--- src/rtl/orclr_irq_gen.sv ---
`default_nettype none
// +----------------------------------------------------------------------------+
// | Module      : orclr_irq_gen                                                 |
// | Description : Interrupt generator fed by a sticky OR-in / W1C status        |
// |               register. Registers the enabled pending vector and drives one |
// |               interrupt line, the lowest pending index, a pending flag and  |
// |               a saturating assertion count. A programmable hold-off after   |
// |               each clear limits the interrupt rate.                         |
// | Build macro : ORCLR_IRQ_PULSE_EN - irq_o is a one-cycle pulse on entry to   |
// |               ASSERT (edge-triggered controllers) instead of a level.       |
// | Ports       : clk_i      - clock, rising edge                               |
// |               rst_n_i    - synchronous active-low reset                     |
// |               status_i   - sticky status vector [N_SRC]                     |
// |               mask_i     - per-source enable, 1 = enabled [N_SRC]           |
// |               holdoff_i  - idle cycles after a clear [HOLD_W]               |
// |               irq_o      - interrupt request                                |
// |               irq_id_o   - lowest set index of the pending vector [ID_W]    |
// |               irq_pend_o - pending vector non-zero                          |
// |               irq_cnt_o  - saturating IDLE->ASSERT count [HOLD_W]           |
// | Revision    : 1.0 - initial release                                         |
// +----------------------------------------------------------------------------+
module orclr_irq_gen #(
    parameter int N_SRC  = 32,
    parameter int ID_W   = 5,
    parameter int HOLD_W = 16
) (
    input  logic              clk_i,
    input  logic              rst_n_i,
    input  logic [N_SRC-1:0]  status_i,
    input  logic [N_SRC-1:0]  mask_i,
    input  logic [HOLD_W-1:0] holdoff_i,
    output logic              irq_o,
    output logic [ID_W-1:0]   irq_id_o,
    output logic              irq_pend_o,
    output logic [HOLD_W-1:0] irq_cnt_o
);

    localparam logic [1:0] c_IDLE    = 2'd0;
    localparam logic [1:0] c_ASSERT  = 2'd1;
    localparam logic [1:0] c_HOLDOFF = 2'd2;

    logic [1:0]        r_state;
    logic [N_SRC-1:0]  r_pend;
    logic [HOLD_W-1:0] r_hold_cnt;
    logic              r_irq;
    logic [ID_W-1:0]   r_irq_id;
    logic [HOLD_W-1:0] r_irq_cnt;

    logic              w_pend_any;
    logic [ID_W-1:0]   w_pend_id;

    assign w_pend_any = |r_pend;

    // Scan from the top down so the last hit, i.e. the lowest set bit, wins.
    always_comb begin
        w_pend_id = '0;
        for (int i = N_SRC - 1; i >= 0; i--) begin
            if (r_pend[i]) begin
                w_pend_id = ID_W'(i);
            end
        end
    end

    always_ff @(posedge clk_i) begin
        if (!rst_n_i) begin
            r_state    <= c_IDLE;
            r_pend     <= '0;
            r_hold_cnt <= '0;
            r_irq      <= 1'b0;
            r_irq_id   <= '0;
            r_irq_cnt  <= '0;
        end else begin
            r_pend   <= status_i & mask_i;
            r_irq_id <= w_pend_id;
            r_irq    <= 1'b0;
            case (r_state)
                c_IDLE: begin
                    if (w_pend_any) begin
                        r_state <= c_ASSERT;
                        r_irq   <= 1'b1;
                        if (r_irq_cnt != {HOLD_W{1'b1}}) begin
                            r_irq_cnt <= r_irq_cnt + 1'b1;
                        end
                    end
                end
                c_ASSERT: begin
                    if (w_pend_any) begin
`ifdef ORCLR_IRQ_PULSE_EN
                        r_irq <= 1'b0;
`else
                        r_irq <= 1'b1;
`endif
                    end else if (holdoff_i == '0) begin
                        r_state <= c_IDLE;
                    end else begin
                        // Interval is latched here; later holdoff_i changes
                        // do not stretch or shorten it.
                        r_hold_cnt <= holdoff_i;
                        r_state    <= c_HOLDOFF;
                    end
                end
                c_HOLDOFF: begin
                    // Sources firing now stay latched in the sticky status
                    // register and are picked up once back in IDLE.
                    r_hold_cnt <= r_hold_cnt - 1'b1;
                    if (r_hold_cnt <= {{(HOLD_W-1){1'b0}}, 1'b1}) begin
                        r_state <= c_IDLE;
                    end
                end
                default: begin
                    r_state <= c_IDLE;
                end
            endcase
        end
    end

    assign irq_o      = r_irq;
    assign irq_id_o   = r_irq_id;
    assign irq_pend_o = w_pend_any;
    assign irq_cnt_o  = r_irq_cnt;

endmodule
`default_nettype wire

--- config.mk ---
export PLATFORM = sky130hd
export DESIGN_NAME = orclr_irq_gen
export DESIGN_NICKNAME = d
export VERILOG_FILES = /design/src/rtl/orclr_irq_gen.sv
export SDC_FILE = /design/constraint.sdc
export NUM_CORES = 1
export LEC_CHECK = 0
export ABC_AREA = 1
export CORE_MARGIN = 2
export CORE_UTILIZATION = 43
export CTS_BUF_LIST = sky130_fd_sc_hd__clkbuf_8
export DETAILED_ROUTE_END_ITERATION = 6
export PLACE_DENSITY = 0.86
export SYNTH_ARGS = -nofsm -noshare
export SYNTH_HDL_FRONTEND = slang
export SYNTH_SLANG_ARGS = --single-unit
--- constraint.sdc ---
create_clock -name clk_i -period 1.9 [get_ports clk_i]
set_input_delay 0.38 -clock clk_i [delete_from_list [all_inputs] [get_ports clk_i]]
set_output_delay 0.38 -clock clk_i [all_outputs]
set_load 0.03 [all_outputs]
==> out/metrics.cfg, run 1 <==
[timing]
finalSetupViolations = 27
period_minus_slack_ns = 2.15
finalWorstSetupSlack_ns = -0.253
max_slew_margin = 0.651
tightestPinTransition_ns = 0.521
slew_violations = 0
min_period_over_period = 1.13
finalClockSkew_ns = 0.00993
fmax_ghz = 0.465
rsz0062_at_grt = yes
hold_violations = 0
fin_hold_ws_ns = 0.430

[setup_path]
reg2regPathDepth = 18
crit-reg2reg-launch = r_pend[30]$_SDFF_PN0_
worst-setup-path-type = register to register
startpoint = r_pend[30]$_SDFF_PN0_
cp_max_fo = 3
r2r_slack_ns = -0.25
worstReg2RegEnd = irq_cnt_o[15]$_SDFFE_PN0P_
worstPathArrival_ns = 2.38
cp.required_ns = 2.13
endpoint_kind = register
startpoint_type = register

[floorplan]
dieWidth_um = 92.3
die_h_um = 92.3
placementRows = 32
core_area_um2 = 7650
initial_core_util = 0.438
io_pins = 105
dieArea_um2 = 8510

[synthesis]
synth.area.top_cells = dfxtp_1, nand2_1, nor2_1
syn_avg_cell_area_um2 = 7.00
async_flop_share = 0
synthCells = 479
ys_seq_area_frac = 0.430
synth_edf_count = 0
netlist_area_um2 = 3350
synth_area_leader_cell = dfxtp_1
yosysWarnings = 0
yosys_register_bits = 72
synth_nets = 564
ys.flop_type = dfxtp_1
ys_types = 45
netlist.area_leader.share = 0.430

[placed_design]
hpwl_mm = 7.09
portBuffers = 104
detailedPlace.worstSlack_ns = -0.394
gp_congestion = 0.901

[global_routing]
grt_pass1_vias = 3679
grt_start_max_net_pins = 24
track_usage = 0.225
overflow = 0
antenna_found_initial = 0
grt_pass1_wl_mm = 15.5

[route]
drc = 0
wl_per_cell_um = 12.8
avgViaCountPerCell = 4.88
vias = 3728
routed_wirelength_mm = 9.75
drt_iter0_markers = 193
drtPass1Iterations = 4
drtAntennaViolNets = 0

[cts]
cts_made_buffers = 9
clock_path_buffers = 2
path_clk_slew_ns = 0.08
worst_skew_pair.late_latency_ns = 0.34
hold_buffers = 0
cts_htree_levels = 3
cts_root_buffer = clkbuf_8
clock_sinks = 72
tritoncts = yes

[hold_path]
hp-start = r_pend[1]$_SDFF_PN0_
min_to = irq_id_o[1]$_SDFF_PP0_
hp-class = register to register
holdPathStages = 1

[finish]
fin_util = 0.705
drive_gt1_frac = 0.233
diodes = 0
fin_nets = 742
area_growth_pct = 61.0

[power]
leakagePower_nw = 2.40
worst_ir_drop_vdd_v = 0.000380
power_density_nw_per_um2 = 633
total_power_mw = 3.42

[run_status]
status = finished, violations left
violations = setup timing

[flow_run]
maxCapViolations = 0

cell type report:
class | instances | area (um^2)
clock buffers | 9 | 124
clock inverters | 7 | 71.3
fillers | 584 | 2250
inverters | 71 | 270
multi-input cells | 325 | 1730
flip-flops and latches | 72 | 1470
well taps | 102 | 128
repair buffers | 178 | 1610
per-layer routing:
metal  wire, um  global-route usage
met1       3980               0.263
met2       4880               0.382
met3        646              0.0534
met4        241               0.121
met5          0                   0
state kept, by name (all words and copies together) (netlist names):
register    cells
irq_cnt_o      16
r_pend         32
irq_id_o        5
r_hold_cnt     16
irq_o           1
r_state         2
per-stage QoR:
| step | instance area (um^2) | TNS [ns] | instances |
|---|---|---|---|
| finish | 5400 | -2.72 | 764 |
| global route | 5400 | -7.70 | 764 |
| CTS | 5260 | -1.86 | 757 |
| detailed placement | 4950 | -5.48 | 732 |
| global placement | 4950 | -4.24 | 732 |
| floorplan | 3390 | -0.357 | 479 |
placed cells by master, fill, tap and decap left out, drive strengths merged:
| master | synthesis | final |
|---|---|---|
| a21oi | 28 | 28 |
| o21a | 2 | 2 |
| clkinv | 4 | 4 |
| clkinvlp | 0 | 3 |
| xor2 | 4 | 4 |
| o21ai | 20 | 20 |
| a2111oi | 1 | 1 |
| clkdlybuf4s50 | 0 | 99 |
| inv | 67 | 70 |
| dfxtp | 72 | 72 |
| nand3b | 1 | 1 |
| o31ai | 1 | 1 |
| a311oi | 1 | 1 |
| a211oi | 4 | 4 |
| o311ai | 1 | 1 |
| o2111ai | 1 | 1 |
| nand2 | 116 | 116 |
| o21bai | 1 | 1 |
| a21boi | 1 | 1 |
| xnor2 | 1 | 1 |
| ha | 3 | 3 |
| nand4 | 3 | 3 |
| o41ai | 1 | 1 |
| buf | 2 | 74 |
| o22ai | 3 | 3 |
| a31oi | 7 | 7 |
| a221oi | 1 | 1 |
| dlymetal6s2s | 0 | 4 |
| nor2 | 85 | 85 |
| bufinv | 0 | 1 |
| clkbuf | 9 | 10 |
| nand3 | 16 | 16 |
| nor4 | 8 | 8 |
| nor3 | 13 | 13 |
| nor3b | 2 | 2 |
worst max-delay path by stage:
stage / slack (ns) / cells after the start / endpoint
after floorplan: -0.21 / 18 / irq_cnt_o[15]$_SDFFE_PN0P_
after global placement: -0.29 / 9 / r_hold_cnt[4]$_SDFFE_PN0P_
after detailed placement: -0.39 / 10 / r_hold_cnt[4]$_SDFFE_PN0P_
after CTS: -0.18 / 18 / irq_cnt_o[15]$_SDFFE_PN0P_
after global routing: -0.40 / 18 / irq_cnt_o[15]$_SDFFE_PN0P_
final: -0.25 / 18 / irq_cnt_o[15]$_SDFFE_PN0P_
cell usage after synthesis, types with 2 or more instances:
| master | number |
|---|---|
| o21ai_0 | 17 |
| nand3_1 | 13 |
| nor2_1 | 82 |
| a211oi_1 | 4 |
| o22ai_1 | 3 |
| a21oi_1 | 28 |
| clkinv_1 | 3 |
| nor3_4 | 2 |
| inv_2 | 4 |
| nand4_1 | 2 |
| o21a_1 | 2 |
| xor2_1 | 4 |
| clkbuf_1 | 9 |
| nand2_2 | 2 |
| a31oi_1 | 7 |
| nand2_1 | 113 |
| nand3_2 | 3 |
| inv_1 | 63 |
| o21ai_1 | 3 |
| dfxtp_1 | 72 |
| nor2_4 | 2 |
| nor4_1 | 7 |
| nor3_2 | 2 |
| nor3_1 | 9 |
| ha_1 | 3 |
power breakdown:
part	total [mW]	internal, mW	switching (mW)
combinational	0.619	0.341	0.278
clock	1.21	0.607	0.599
sequential	1.59	1.56	0.0310
total	3.42	2.51	0.908
critical path, stage by stage (launching register included):
cell and delay, ns:
dfxtp_2 0.35, nor2_2 0.05, clkinv_2 0.05, nor3_2 0.04, nand2_2 0.08, nor3_4 0.05, nand4_4 0.07, inv_2 0.06
nor3_4 0.18, nand2_4 0.09, nor2_4 0.13, nand3_4 0.10, nor3_4 0.15, nand2_2 0.10, nor2_4 0.12, nand3_4 0.10
nor2_4 0.11, nand2_1 0.06, nor3b_2 0.15
logic make-up (layout without fill, tap and decap cells):
group,after synthesis,in the layout,synth area share
xor+xnor,5,5,0.0131
simple gates,244,244,0.327
buf+inv,82,265,0.0926
fa+ha+maj,3,3,0.0112
compound gates,73,73,0.126
flops,72,72,0.430
what timing repair did:
item | in CTS | in global routing
gates resized for setup | 26 | 27
cloned | 1 | 0
endpoints found under the hold margin | 0 | 0
buffers inserted | 8 | 7
setup endpoints to repair | 17 | 38
pin swaps | 4 | 2
No activity file was read; power rests on OpenSTA's default activity.
==> run 2: changes to the inputs <==
--- a/config.mk
+++ b/config.mk
@@ -6,10 +6,10 @@
 export NUM_CORES = 1
 export LEC_CHECK = 0
 export ABC_AREA = 1
-export CORE_MARGIN = 2
 export CORE_UTILIZATION = 43
 export CTS_BUF_LIST = sky130_fd_sc_hd__clkbuf_8
 export DETAILED_ROUTE_END_ITERATION = 6
+export HOLD_SLACK_MARGIN = 0.02
 export PLACE_DENSITY = 0.86
 export SYNTH_ARGS = -nofsm -noshare
 export SYNTH_HDL_FRONTEND = slang
==> out/metrics.cfg, run 2 (same netlist as run 1, synthesis figures left out) <==
[run_status]
status = finished, violations left
violations = setup timing

[finish]
largest_reg_flops = 32
diodes = 0
layout_commonest_cell = nand2_1
most-common-layout-cells = nand2_1, clkdlybuf4s50_1, nor2_1
drive_gt1_frac = 0.288
fin_nets = 747
largest-register = r_pend
fin_area_um2 = 5730
fill_cells = 504
area_growth_pct = 70.9

[placed_design]
hpwl_mm = 7.16
place_area_um2 = 4970
portBuffers = 104
gp_congestion = 0.913

[floorplan]
io_pins = 105
core_area_um2 = 7410
dieArea_um2 = 8150
placementRows = 31
die_h_um = 90.3
dieWidth_um = 90.3
initial_core_util = 0.452

[route]
routed_wirelength_mm = 11.0
vias = 3801
wl_per_cell_um = 14.3
drtAntennaViolNets = 0
drt_iter0_markers = 156
avgViaCountPerCell = 4.96
drtPass1Iterations = 5
drc = 0

[cts]
cts_htree_levels = 3
path_clk_slew_ns = 0.09
cts_root_buffer = clkbuf_8
hold_buffers = 0
worst_skew_pair.late_latency_ns = 0.35
clock_sinks = 72
cts_made_buffers = 9
clock_path_buffers = 2
tritoncts = yes

[setup_path]
cp_max_fo = 3
worstPathArrival_ns = 2.41
endpoint_kind = register
worst-setup-path-type = register to register
startpoint_type = register
cp.required_ns = 2.14

[global_routing]
overflow = 0
grt_pass1_vias = 3714
track_usage = 0.252
grt_start_max_net_pins = 23
grt_pass1_wl_mm = 16.5
antenna_found_initial = 0

[hold_path]
hp-class = register to register

[timing]
hold_violations = 0
finalSetupViolations = 26
min_period_over_period = 1.14
slew_violations = 0
rsz0062_at_grt = yes
fmax_ghz = 0.462
max_slew_margin = 0.630
period_minus_slack_ns = 2.16
finalClockSkew_ns = 0.0161
tightestPinTransition_ns = 0.548
finalWorstSetupSlack_ns = -0.264

[power]
leakagePower_nw = 2.54
combPwrFrac = 0.194
power_density_nw_per_um2 = 611
total_power_mw = 3.50
pwr-share-seq = 0.455
p_clk_frac = 0.352
intPower_mw = 2.53
power_switching_mw = 0.972
swShare = 0.277
worst_ir_drop_vdd_v = 0.000495

[flow_run]
maxCapViolations = 0

==> run 2: cell types whose count changed in the layout (fill, tap and decap cells not counted), sizes merged <==
cell           delta
dlygate4sd2       +1
clkinv            +2
dlymetal6s2s      +2
buf               +5
clkdlybuf4s50     -3
inv               -2
==> run 2: final timing paths <==
check             slack (ns)  cells past startpoint                       from                         end
setup reg to reg       -0.26                     16  irq_cnt_o[0]$_SDFFE_PN0P_  irq_cnt_o[15]$_SDFFE_PN0P_
hold reg to reg         0.44                      1       r_pend[1]$_SDFF_PN0_      irq_id_o[1]$_SDFF_PP0_
hold / removal          0.44                      1       r_pend[1]$_SDFF_PN0_      irq_id_o[1]$_SDFF_PP0_
setup / recovery       -0.26                     16  irq_cnt_o[0]$_SDFFE_PN0P_  irq_cnt_o[15]$_SDFFE_PN0P_
==> run 2: what timing repair did <==
item	in CTS	in global routing
gates cloned	0	1
endpoints found under the setup margin	28	40
buffers inserted	11	8
gates resized for setup	40	91
pin swaps	9	22
==> run 2: area by class of cell <==
type / instances / area, um^2 / share of cell area
clock buffers: 9 / 124 / 0.0216
multi-input cells: 325 / 1940 / 0.338
well taps: 99 / 124 / 0.0216
inverters: 71 / 277 / 0.0483
flip-flops and latches: 72 / 1460 / 0.254
repair buffers: 183 / 1740 / 0.303
clock inverters: 7 / 73.8 / 0.0129
==> run 2: power by group through the flow <==
stage,Sequential [mW],Combinational [mW],Clock (mW)
2_1_floorplan,1.65,0.230,0
3_3_place_gp,1.62,0.580,0
3_5_place_dp,1.62,0.596,0
4_1_cts,1.59,0.622,1.23
5_1_grt,1.60,0.738,1.30
6_report,1.59,0.678,1.23
==> run 2: metal layers <==
layer  vias to the layer above  track usage  part of all wire
met4                         0       0.0860             0.030
met5                         -            0                 0
met1                      1737        0.269              0.39
met3                        29       0.0446             0.051
met2                       137        0.491              0.53
li1                       1898            -                 -
==> run 2: per-stage QoR <==
| stage | hold WS (ns) | worst slack, ns | TNS [ns] | utilization | cells |
|---|---|---|---|---|---|
| after floorplan | 0.398 | -0.207 | -0.357 | - | 479 |
| after global placement | 0.414 | -0.340 | -4.67 | 0.671 | 731 |
| after detailed placement | 0.419 | -0.425 | -6.18 | 0.671 | 731 |
| after CTS | 0.439 | -0.192 | -2.13 | 0.721 | 757 |
| after global routing | 0.461 | -0.404 | -7.01 | 0.773 | 766 |
| final | 0.437 | -0.264 | -3.59 | 0.773 | 766 |
==> run 2: critical path, cell delays in order (launching register included) <==
cell and delay (ns):
dfxtp_4 0.37, ha_4 0.16, inv_2 0.08, nor3_1 0.05
nand3_1 0.14, nor3_2 0.07, nand2_1 0.11, nand2_4 0.07
nor2_4 0.12, nand3_4 0.10, nor3_4 0.16, nand2_2 0.10
nor2_4 0.11, nand3_2 0.10, nor2_2 0.12, nand2_1 0.05
nor3b_2 0.14
==> run 3: changes to the inputs <==
--- a/config.mk
+++ b/config.mk
@@ -11,6 +11,7 @@
 export DETAILED_ROUTE_END_ITERATION = 6
 export HOLD_SLACK_MARGIN = 0.02
 export PLACE_DENSITY = 0.86
+export SETUP_SLACK_MARGIN = 0.15
 export SYNTH_ARGS = -nofsm -noshare
 export SYNTH_HDL_FRONTEND = slang
 export SYNTH_SLANG_ARGS = --single-unit
==> out/metrics.cfg, run 3 (same netlist as run 1, synthesis figures left out) <==
[setup_path]
endpoint_kind = register
worstPathArrival_ns = 2.43
cp.required_ns = 2.13
cp_max_fo = 3
worst-setup-path-type = register to register
startpoint_type = register

[timing]
max_slew_margin = 0.738
min_period_over_period = 1.16
rsz0062_at_grt = yes
period_minus_slack_ns = 2.20
finalWorstSetupSlack_ns = -0.298
hold_violations = 0
finalSetupViolations = 28
slew_violations = 0
fmax_ghz = 0.455
finalClockSkew_ns = 0.00928
tightestPinTransition_ns = 0.390

[route]
drt_iter0_markers = 187
wl_per_cell_um = 13.3
drc = 0
routed_wirelength_mm = 10.3
drtAntennaViolNets = 0
vias = 3847
avgViaCountPerCell = 4.97
drtPass1Iterations = 4

[floorplan]
core_area_um2 = 7410
initial_core_util = 0.452
placementRows = 31
die_h_um = 90.3
io_pins = 105
dieArea_um2 = 8150
dieWidth_um = 90.3

[power]
leakagePower_nw = 2.57
intPower_mw = 2.66
p_clk_frac = 0.373
power_switching_mw = 0.926
swShare = 0.258
power_density_nw_per_um2 = 637
pwr-share-seq = 0.444
worst_ir_drop_vdd_v = 0.000646
total_power_mw = 3.58
combPwrFrac = 0.183

[cts]
path_clk_slew_ns = 0.08
clock_path_buffers = 2
worst_skew_pair.late_latency_ns = 0.34
clock_sinks = 72
cts_made_buffers = 9
hold_buffers = 0
tritoncts = yes
cts_htree_levels = 3
cts_root_buffer = clkbuf_8

[finish]
fill_cells = 525
multi_input_area_um2 = 1790
stdcell_count = 774
largest-register = r_pend
area_growth_pct = 67.7
fin_nets = 755
largest_reg_flops = 32
fin_util = 0.759
register_area_um2 = 1460
drive_gt1_frac = 0.267
layout_commonest_cell = nand2_1
most-common-layout-cells = nand2_1, clkdlybuf4s50_1, buf_4
diodes = 0

[placed_design]
gp_congestion = 0.913
detailedPlace.worstSlack_ns = -0.404
hpwl_mm = 7.16
portBuffers = 104
dp.cells = 725

[global_routing]
track_usage = 0.244
antenna_found_initial = 0
grt_start_max_net_pins = 35
overflow = 0
grt_pass1_wl_mm = 16.2
grt_pass1_vias = 3749

[run_status]
violations = setup timing
status = finished, violations left

[hold_path]
hp-class = register to register

[flow_run]
maxCapViolations = 0

[run 3: cell types whose count changed in the layout (fill, tap and decap cells not counted), sizes merged, moves of 2 or more]
cell	change
dlygate4sd2	+15
clkdlybuf4s50	-14
buf	+9
clkinv	-2
inv	+2
[run 3: routing by layer]
| metal | wire, um | share of wire | vias up | GRT usage |
|---|---|---|---|---|
| li1 | - | - | 1910 | - |
| met1 | 4110 | 0.40 | 1803 | 0.271 |
| met2 | 5500 | 0.53 | 113 | 0.455 |
| met3 | 435 | 0.042 | 21 | 0.0572 |
| met4 | 238 | 0.023 | 0 | 0.0793 |
| met5 | 0 | 0 | - | 0 |
[run 3: power by group through the flow]
stage | logic (mW) | registers, mW | clock network [mW]
after detailed placement | 0.596 | 1.62 | 0
after floorplan | 0.231 | 1.65 | 0
final | 0.656 | 1.59 | 1.34
after CTS | 0.617 | 1.59 | 1.35
after global placement | 0.576 | 1.62 | 0
after global routing | 0.712 | 1.59 | 1.42
[run 3: layout make-up]
| cell class | count | area share |
|---|---|---|
| multi-input cells | 325 | 0.319 |
| repair buffers | 191 | 0.311 |
| flip-flops and latches | 72 | 0.260 |
| inverters | 71 | 0.0492 |
| clock buffers | 9 | 0.0220 |
| well taps | 99 | 0.0220 |
| clock inverters | 7 | 0.0171 |
[run 3: worst paths after layout]
path	from	cells after the start	endpoint	slack (ns)
max	r_pend[31]$_SDFF_PN0_	18	irq_cnt_o[15]$_SDFFE_PN0P_	-0.30
min reg2reg	r_pend[1]$_SDFF_PN0_	1	irq_id_o[1]$_SDFF_PP0_	0.44
min	r_pend[1]$_SDFF_PN0_	1	irq_id_o[1]$_SDFF_PP0_	0.44
max reg2reg	r_pend[31]$_SDFF_PN0_	18	irq_cnt_o[15]$_SDFFE_PN0P_	-0.30
[run 3: worst max-delay path, cell delays in order, from the launching register on]
cell	delay (ns)
dfxtp_2	0.37
nor2_4	0.05
inv_4	0.06
nor3_4	0.04
nand2_2	0.09
nor3_4	0.05
nand4_4	0.07
inv_2	0.06
nor3_4	0.18
nand2_4	0.10
nor2_4	0.13
nand3_4	0.09
nor3_4	0.14
nand2_2	0.10
nor2_4	0.10
nand3_2	0.11
nor2_2	0.14
nand2_1	0.06
nor3b_2	0.14
[run 3: repair_timing]
item                       CTS  global route
gates resized for setup     66            42
pin swaps                   15            15
setup buffers               20            13
setup endpoints to repair   50            41
[run 3: metrics by stage]
step	instance area (um^2)	setup TNS, ns	hold WS, ns
global route	5620	-8.46	0.454
detailed placement	4930	-6.43	0.421
global placement	4930	-4.34	0.411
finish	5620	-3.59	0.439
floorplan	3390	-0.357	0.398
CTS	5390	-1.40	0.436
